==> src/rtl/ram16k_arbiter.sv <==
// Two-port arbiter serialising CPU (A) and DMA/screen (B) accesses onto one RAM16K.
// Optional macro ARB_ROUND_ROBIN_EN selects round-robin conflict resolution; default is fixed A priority.
//
// state | meaning
// IDLE  | no access in flight, ram_load low
// ACC_A | latched port A access driving the RAM
// ACC_B | latched port B access driving the RAM
module ram16k_arbiter (
  input  logic        clk,
  input  logic        rst_n,
  input  logic        a_req,
  input  logic        a_we,
  input  logic [13:0] a_addr,
  input  logic [15:0] a_wdata,
  output logic        a_gnt,
  output logic        a_rvalid,
  output logic [15:0] a_rdata,
  input  logic        b_req,
  input  logic        b_we,
  input  logic [13:0] b_addr,
  input  logic [15:0] b_wdata,
  output logic        b_gnt,
  output logic        b_rvalid,
  output logic [15:0] b_rdata,
  output logic [15:0] ram_in,
  output logic        ram_load,
  output logic [13:0] ram_address,
  input  logic [15:0] ram_out
);

  typedef enum logic [1:0] {
    IDLE  = 2'd0,
    ACC_A = 2'd1,
    ACC_B = 2'd2
  } state_t;

  state_t      state;
  state_t      state_nxt;
  logic        a_win;
  logic        lat_we;
  logic [13:0] lat_addr;
  logic [15:0] lat_wdata;

`ifdef ARB_ROUND_ROBIN_EN
  // High when B should win the next conflict, i.e. A was granted most recently.
  logic prio_b;

  always_ff @(posedge clk or negedge rst_n) begin
    if (!rst_n) begin
      prio_b <= 1'b0;
    end else if (a_gnt || b_gnt) begin
      prio_b <= a_gnt;
    end
  end

  always_comb begin
    a_win = a_req && (!b_req || !prio_b);
  end
`else
  always_comb begin
    a_win = a_req;
  end
`endif

  // Grants are held off while reset is asserted so nothing transfers on release.
  always_comb begin
    a_gnt = 1'b0;
    b_gnt = 1'b0;
    if (rst_n) begin
      a_gnt = a_win;
      b_gnt = b_req && !a_win;
    end
  end

  always_ff @(posedge clk or negedge rst_n) begin
    if (!rst_n) begin
      state <= IDLE;
    end else begin
      state <= state_nxt;
    end
  end

  always_comb begin
    state_nxt   = IDLE;
    ram_load    = 1'b0;
    ram_address = lat_addr;
    ram_in      = lat_wdata;
    if (a_gnt) begin
      state_nxt = ACC_A;
    end else if (b_gnt) begin
      state_nxt = ACC_B;
    end
    case (state)
      ACC_A:   ram_load = lat_we;
      ACC_B:   ram_load = lat_we;
      default: ram_load = 1'b0;
    endcase
  end

  always_ff @(posedge clk or negedge rst_n) begin
    if (!rst_n) begin
      lat_we    <= 1'b0;
      lat_addr  <= 14'd0;
      lat_wdata <= 16'd0;
    end else if (a_gnt) begin
      lat_we    <= a_we;
      lat_addr  <= a_addr;
      lat_wdata <= a_wdata;
    end else if (b_gnt) begin
      lat_we    <= b_we;
      lat_addr  <= b_addr;
      lat_wdata <= b_wdata;
    end
  end

  // Read data is captured on the edge that ends the access cycle.
  always_ff @(posedge clk or negedge rst_n) begin
    if (!rst_n) begin
      a_rvalid <= 1'b0;
      a_rdata  <= 16'd0;
      b_rvalid <= 1'b0;
      b_rdata  <= 16'd0;
    end else begin
      a_rvalid <= 1'b0;
      b_rvalid <= 1'b0;
      if (state == ACC_A && !lat_we) begin
        a_rvalid <= 1'b1;
        a_rdata  <= ram_out;
      end
      if (state == ACC_B && !lat_we) begin
        b_rvalid <= 1'b1;
        b_rdata  <= ram_out;
      end
    end
  end

  a_gnt_onehot : assert property (@(posedge clk) disable iff (!rst_n) !(a_gnt && b_gnt));
  rvalid_onehot : assert property (@(posedge clk) disable iff (!rst_n) !(a_rvalid && b_rvalid));

endmodule

==> config.mk <==
export PLATFORM = sky130hd
export DESIGN_NAME = ram16k_arbiter
export DESIGN_NICKNAME = d
export VERILOG_FILES = /design/src/rtl/ram16k_arbiter.sv
export SDC_FILE = /design/constraint.sdc
export NUM_CORES = 1
export LEC_CHECK = 0
export ABC_CLOCK_PERIOD_IN_PS = 1800
export CORE_AREA = 3 3 89 91
export CTS_BUF_LIST = sky130_fd_sc_hd__clkbuf_16
export DETAILED_ROUTE_END_ITERATION = 10
export DIE_AREA = 0 0 92 94
export PLACE_DENSITY = 0.8
export SYNTH_ARGS = -nofsm -noshare
export SYNTH_HDL_FRONTEND = slang
export SYNTH_SLANG_ARGS = --single-unit
==> constraint.sdc <==
create_clock -name clk -period 1.8 [get_ports clk]
set_input_delay 0.36 -clock clk [delete_from_list [all_inputs] [get_ports clk]]
set_output_delay 0.36 -clock clk [all_outputs]
set_load 0.01 [all_outputs]
; ---- Word-level counts from Yosys, hierarchy flattened
; Index checks and enable logic that the tools add are counted.
[totals]
register_bits = 67
out_inout_bits = 67
elab_cells = 30
[classes]
eq_ne = 2
mux = 13
n_reduce_logical = 7
[op_table]
columns = cell, count
row1 = $mux 16, 2
row2 = $mux 14, 2
row3 = $mux 1, 7
row4 = $mux 2, 2
row5 = $logic_and 1x1->1, 3
row6 = $eq 2x1->1 const B, 1
row7 = $eq 2x2->1 const B, 1
row8 = $logic_not 1->1, 2
row9 = $reduce_bool 2->1, 1
row10 = $reduce_or 2->1, 1

; ---- Depth between registers and ports, before layout
[depth]
ltp_word = 5
mapped_depth = 6

; ---- Worst setup path before layout
; Ideal clock, no wire load.
[synth_path]
kind = register to register
start = reg state[1]
end = reg a_rdata[10]
arrival_ns = 1.282
path_slack_ns = 0.393
stages_incl_launch_ff = 7
path_buffers = 2
period_less_slack_ns = 1.407
path_cell_list = dfrtp_1 -> inv_1 -> ha_1 -> nor2b_1 -> buf_2 -> buf_6 -> mux2_2
[synth_via]
elab_chain_len = 2
[synth_rtl]
columns = element, line
row1 = start: declaration, 37  ; state_t state;
row2 = start signal: assignment, 79  ; state <= state_nxt;
row3 = $eq 2x1->1, 126  ; if (state == ACC_A && !lat_we) begin
row4 = $logic_and 1x1->1, 126
row5 = end signal: assignment, 128  ; a_rdata <= ram_out;
row6 = end: declaration, 17  ; output logic [15:0] a_rdata,
; Every way passes these cells.
; A chain may end at the register's enable or synchronous reset.

; ---- Worst setup path in the final report
[layout_path]
start = in a_req
end = out b_gnt
[layout_via]
elab_chain_len = 3
[layout_rtl]
columns = element, line
row1 = start: declaration, 11  ; input logic a_req,
row2 = $logic_not 1->1, 71  ; b_gnt = b_req && !a_win;
row3 = $logic_and 1x1->1, 71
row4 = $mux 1, 69  ; if (rst_n) begin
row5 = end: declaration, 22  ; output logic b_gnt,
; Every way passes these cells.

==> flow_summary.ini <==
[routing]
dr.pass1.iters = 4
drc = 0
drtIter0Drc = 69
vias = 2521
routedWlPerCell_um = 17.7
drt_wl_total_um = 8550
via_per_inst = 5.22
ant_nets = 0

[floorplanning]
initial_utilization_pct = 39.8
ioPinCount = 149
die_x_um = 92
die_area_um2 = 8650
die_h_um = 94
core_area_um2 = 7210
num_rows = 31

[clocking]
hold_buffers = 0
clk_latency_ns = 0.32
cts_root_buffer = clkbuf_16
cts_setup_buffers = 0
cts_tree = built
numCtsBuffers = 9
clock_sinks = 67
clk_pin_slew_worst_paths_ns = 0.06
clock_path_buffers = 2
htreeDepth = 3

[placed_design]
place_ws_ns = -0.211
gp_congestion = 0.740
io_buffer_count = 148
dp_hpwl_um = 6190
placedCellCount = 467

[yosys]
synth_area_um2 = 2870
synth_top_area_share_pct = 58.4
synthTopCellsByArea = dfrtp_1 (58%), mux2_2 (11%), o32ai_1 (9.5%)
syn_inst = 228
synth_cell_types = 15
syn_area_per_cell_um2 = 12.6
syn-num-nets = 312
ys_ff_latch = 67
synth_area_leader_cell = dfrtp_1
yosys_warnings = 0
ys_seq_area_share_pct = 58.4

[global_routing]
grt_overflow = 0
grt_max_degree = 48
grt_pass1_wl_um = 13600
grtUsageTotal_pct = 20.2
grt_pass1_vias = 2645
antenna_found_initial = 0

[worst_setup_path]
path_max_fanout = 3
critPathBufInv = 3
critPathTopFamily = buffers and inverters
max_stage_delay_ns = 0.45
path_cells = clkdlybuf4s50_1, buf_4, nor2_1, clkdlybuf4s15_1
worstSetupStartpointType = primary input
critPathKind = in2out
critPathRequiredTime_ns = 1.44
rrSetupSlack_ns = 0.36
end_kind = primary output
cp.arrival_ns = 1.35
crit_path_top_delay_cell = clkdlybuf4s50_1

[pwr]
p_leak_nw = 1.94
power.density_nw_per_um2 = 1170
p_sw_share_pct = 25.3
ir_drop_v = 0.000713
intPower_mw = 4.18
p_comb_share_pct = 27.9
p_clk_share_pct = 35.4
pwr-share-seq_pct = 36.6
p_switching_mw = 1.41

[final_layout]
drive_gt1_share_pct = 16.7
layout.cells.non_filler = 483
final_nets = 463
antennaDiodeCount = 0
area_growth_syn_to_layout_pct = 66.3
final_cell_mix = clkdlybuf4s50_1 (144), dfrtp_1 (67), nor2_1 (33), o32ai_1 (31), o22ai_1 (31)
final_common_cell = clkdlybuf4s50_1

[timing]
clock_skew_ns = 0.00389
relSlewSlack_pct = 64.4
fin_setup_tns_ns = 0
finalCriticalPeriod_ns = 1.71
maxSlewViolCount = 0
tightest_slew_ns = 0.535
fmax_mhz = 585
finalSetupViolations = 0
rsz0062_at_grt = no
hold_viol_final = 0
setup_ws_ns = 0.0896
finalCritPeriodShare_pct = 95.0

[status]
outcome = completed

[worst_hold_path]
hold_path.class = in2async

[flow_run]
cap_violations = 0
logic make-up (layout without fill, tap and decap cells):
kind of cell	count (synthesis)	in the layout	share of synthesized area [%]
AOI/OAI and AO/OA	62	62	16.2
and+or+nand+nor	39	39	5.45
buffers and inverters	26	182	5.84
DFF	67	67	58.4
muxes	32	32	13.2
adders and majority gates	2	2	0.872
sequential cells by signal, summed over array words and instances, names as in the netlist:
signal / flops
a_rdata: 16
a_rvalid: 1
b_rdata: 16
b_rvalid: 1
lat_we: 1
ram_address: 14
ram_in: 16
state: 2
final timing paths:
path                                  from         endpoint  depth (start not counted)
worst min register to register  b_rdata[6]       b_rdata[6]                          1
min in group clk                     rst_n         state[0]                          3
worst max-delay path                 a_req            b_gnt                          4
worst max register to register    state[1]      a_rdata[13]                          5
max in group asynchronous            rst_n       ram_in[11]                          2
worst min-delay path                 rst_n  ram_address[10]                          2
area by class of cell:
| class | instances | area (um^2) |
|---|---|---|
| clock buffers | 9 | 225 |
| clock inverters | 7 | 116 |
| fillers | 586 | 2440 |
| inverters | 4 | 15.0 |
| multi-input cells | 135 | 1030 |
| flip-flops and latches | 67 | 1680 |
| well taps | 99 | 124 |
| repair buffers | 162 | 1590 |
worst reg2reg max path: stages, from the launching register on:
cell,delay (ns)
dfrtp_1,0.37
inv_1,0.06
ha_1,0.12
nor2b_1,0.12
buf_4,0.27
mux2_2,0.39
cell usage after synthesis:
master    instances
inv_1             4
nand2b_1          1
clkbuf_1          6
dfrtp_1          67
o22ai_1          31
nor2_1           33
buf_2             8
buf_6             8
nor2b_1           2
mux2_4            5
or2_1             1
o32ai_1          31
ha_1              2
mux2_2           27
nand2_1           2
power by group through the flow:
| stage | Clock (mW) | Combinational [mW] | Sequential [mW] |
|---|---|---|---|
| 2_1_floorplan | 0 | 0.433 | 2.20 |
| 3_3_place_gp | 0 | 1.54 | 2.05 |
| 3_5_place_dp | 0 | 1.58 | 2.07 |
| 4_1_cts | 2.04 | 1.58 | 2.05 |
| 5_1_grt | 2.10 | 1.65 | 2.10 |
| 6_report | 1.98 | 1.56 | 2.05 |
metal layers:
layer	up-vias	routed length, um	GRT usage, %
met3	9	711	7.85
met4	0	83	4.95
met1	1253	3220	23.0
met5	-	0	0
li1	1155	-	-
met2	104	4530	35.6
through the flow:
stage	cell area (um^2)	hold slack [ns]	util [%]	power [mW]
after floorplan	2870	0.0644	-	2.63
after global placement	4440	0.358	61.5	3.59
after detailed placement	4440	0.364	61.5	3.64
after CTS	4780	0.00944	66.2	5.67
after global routing	4770	0.0282	66.2	5.85
final	4770	0.0214	66.2	5.59
repair_timing:
action / in CTS / in global routing
endpoints found under the setup margin: 3 / 2
gates resized for setup: 3 / 3
pin swaps: 0 / 0
Note: power is estimated with default switching activity, not from simulation.
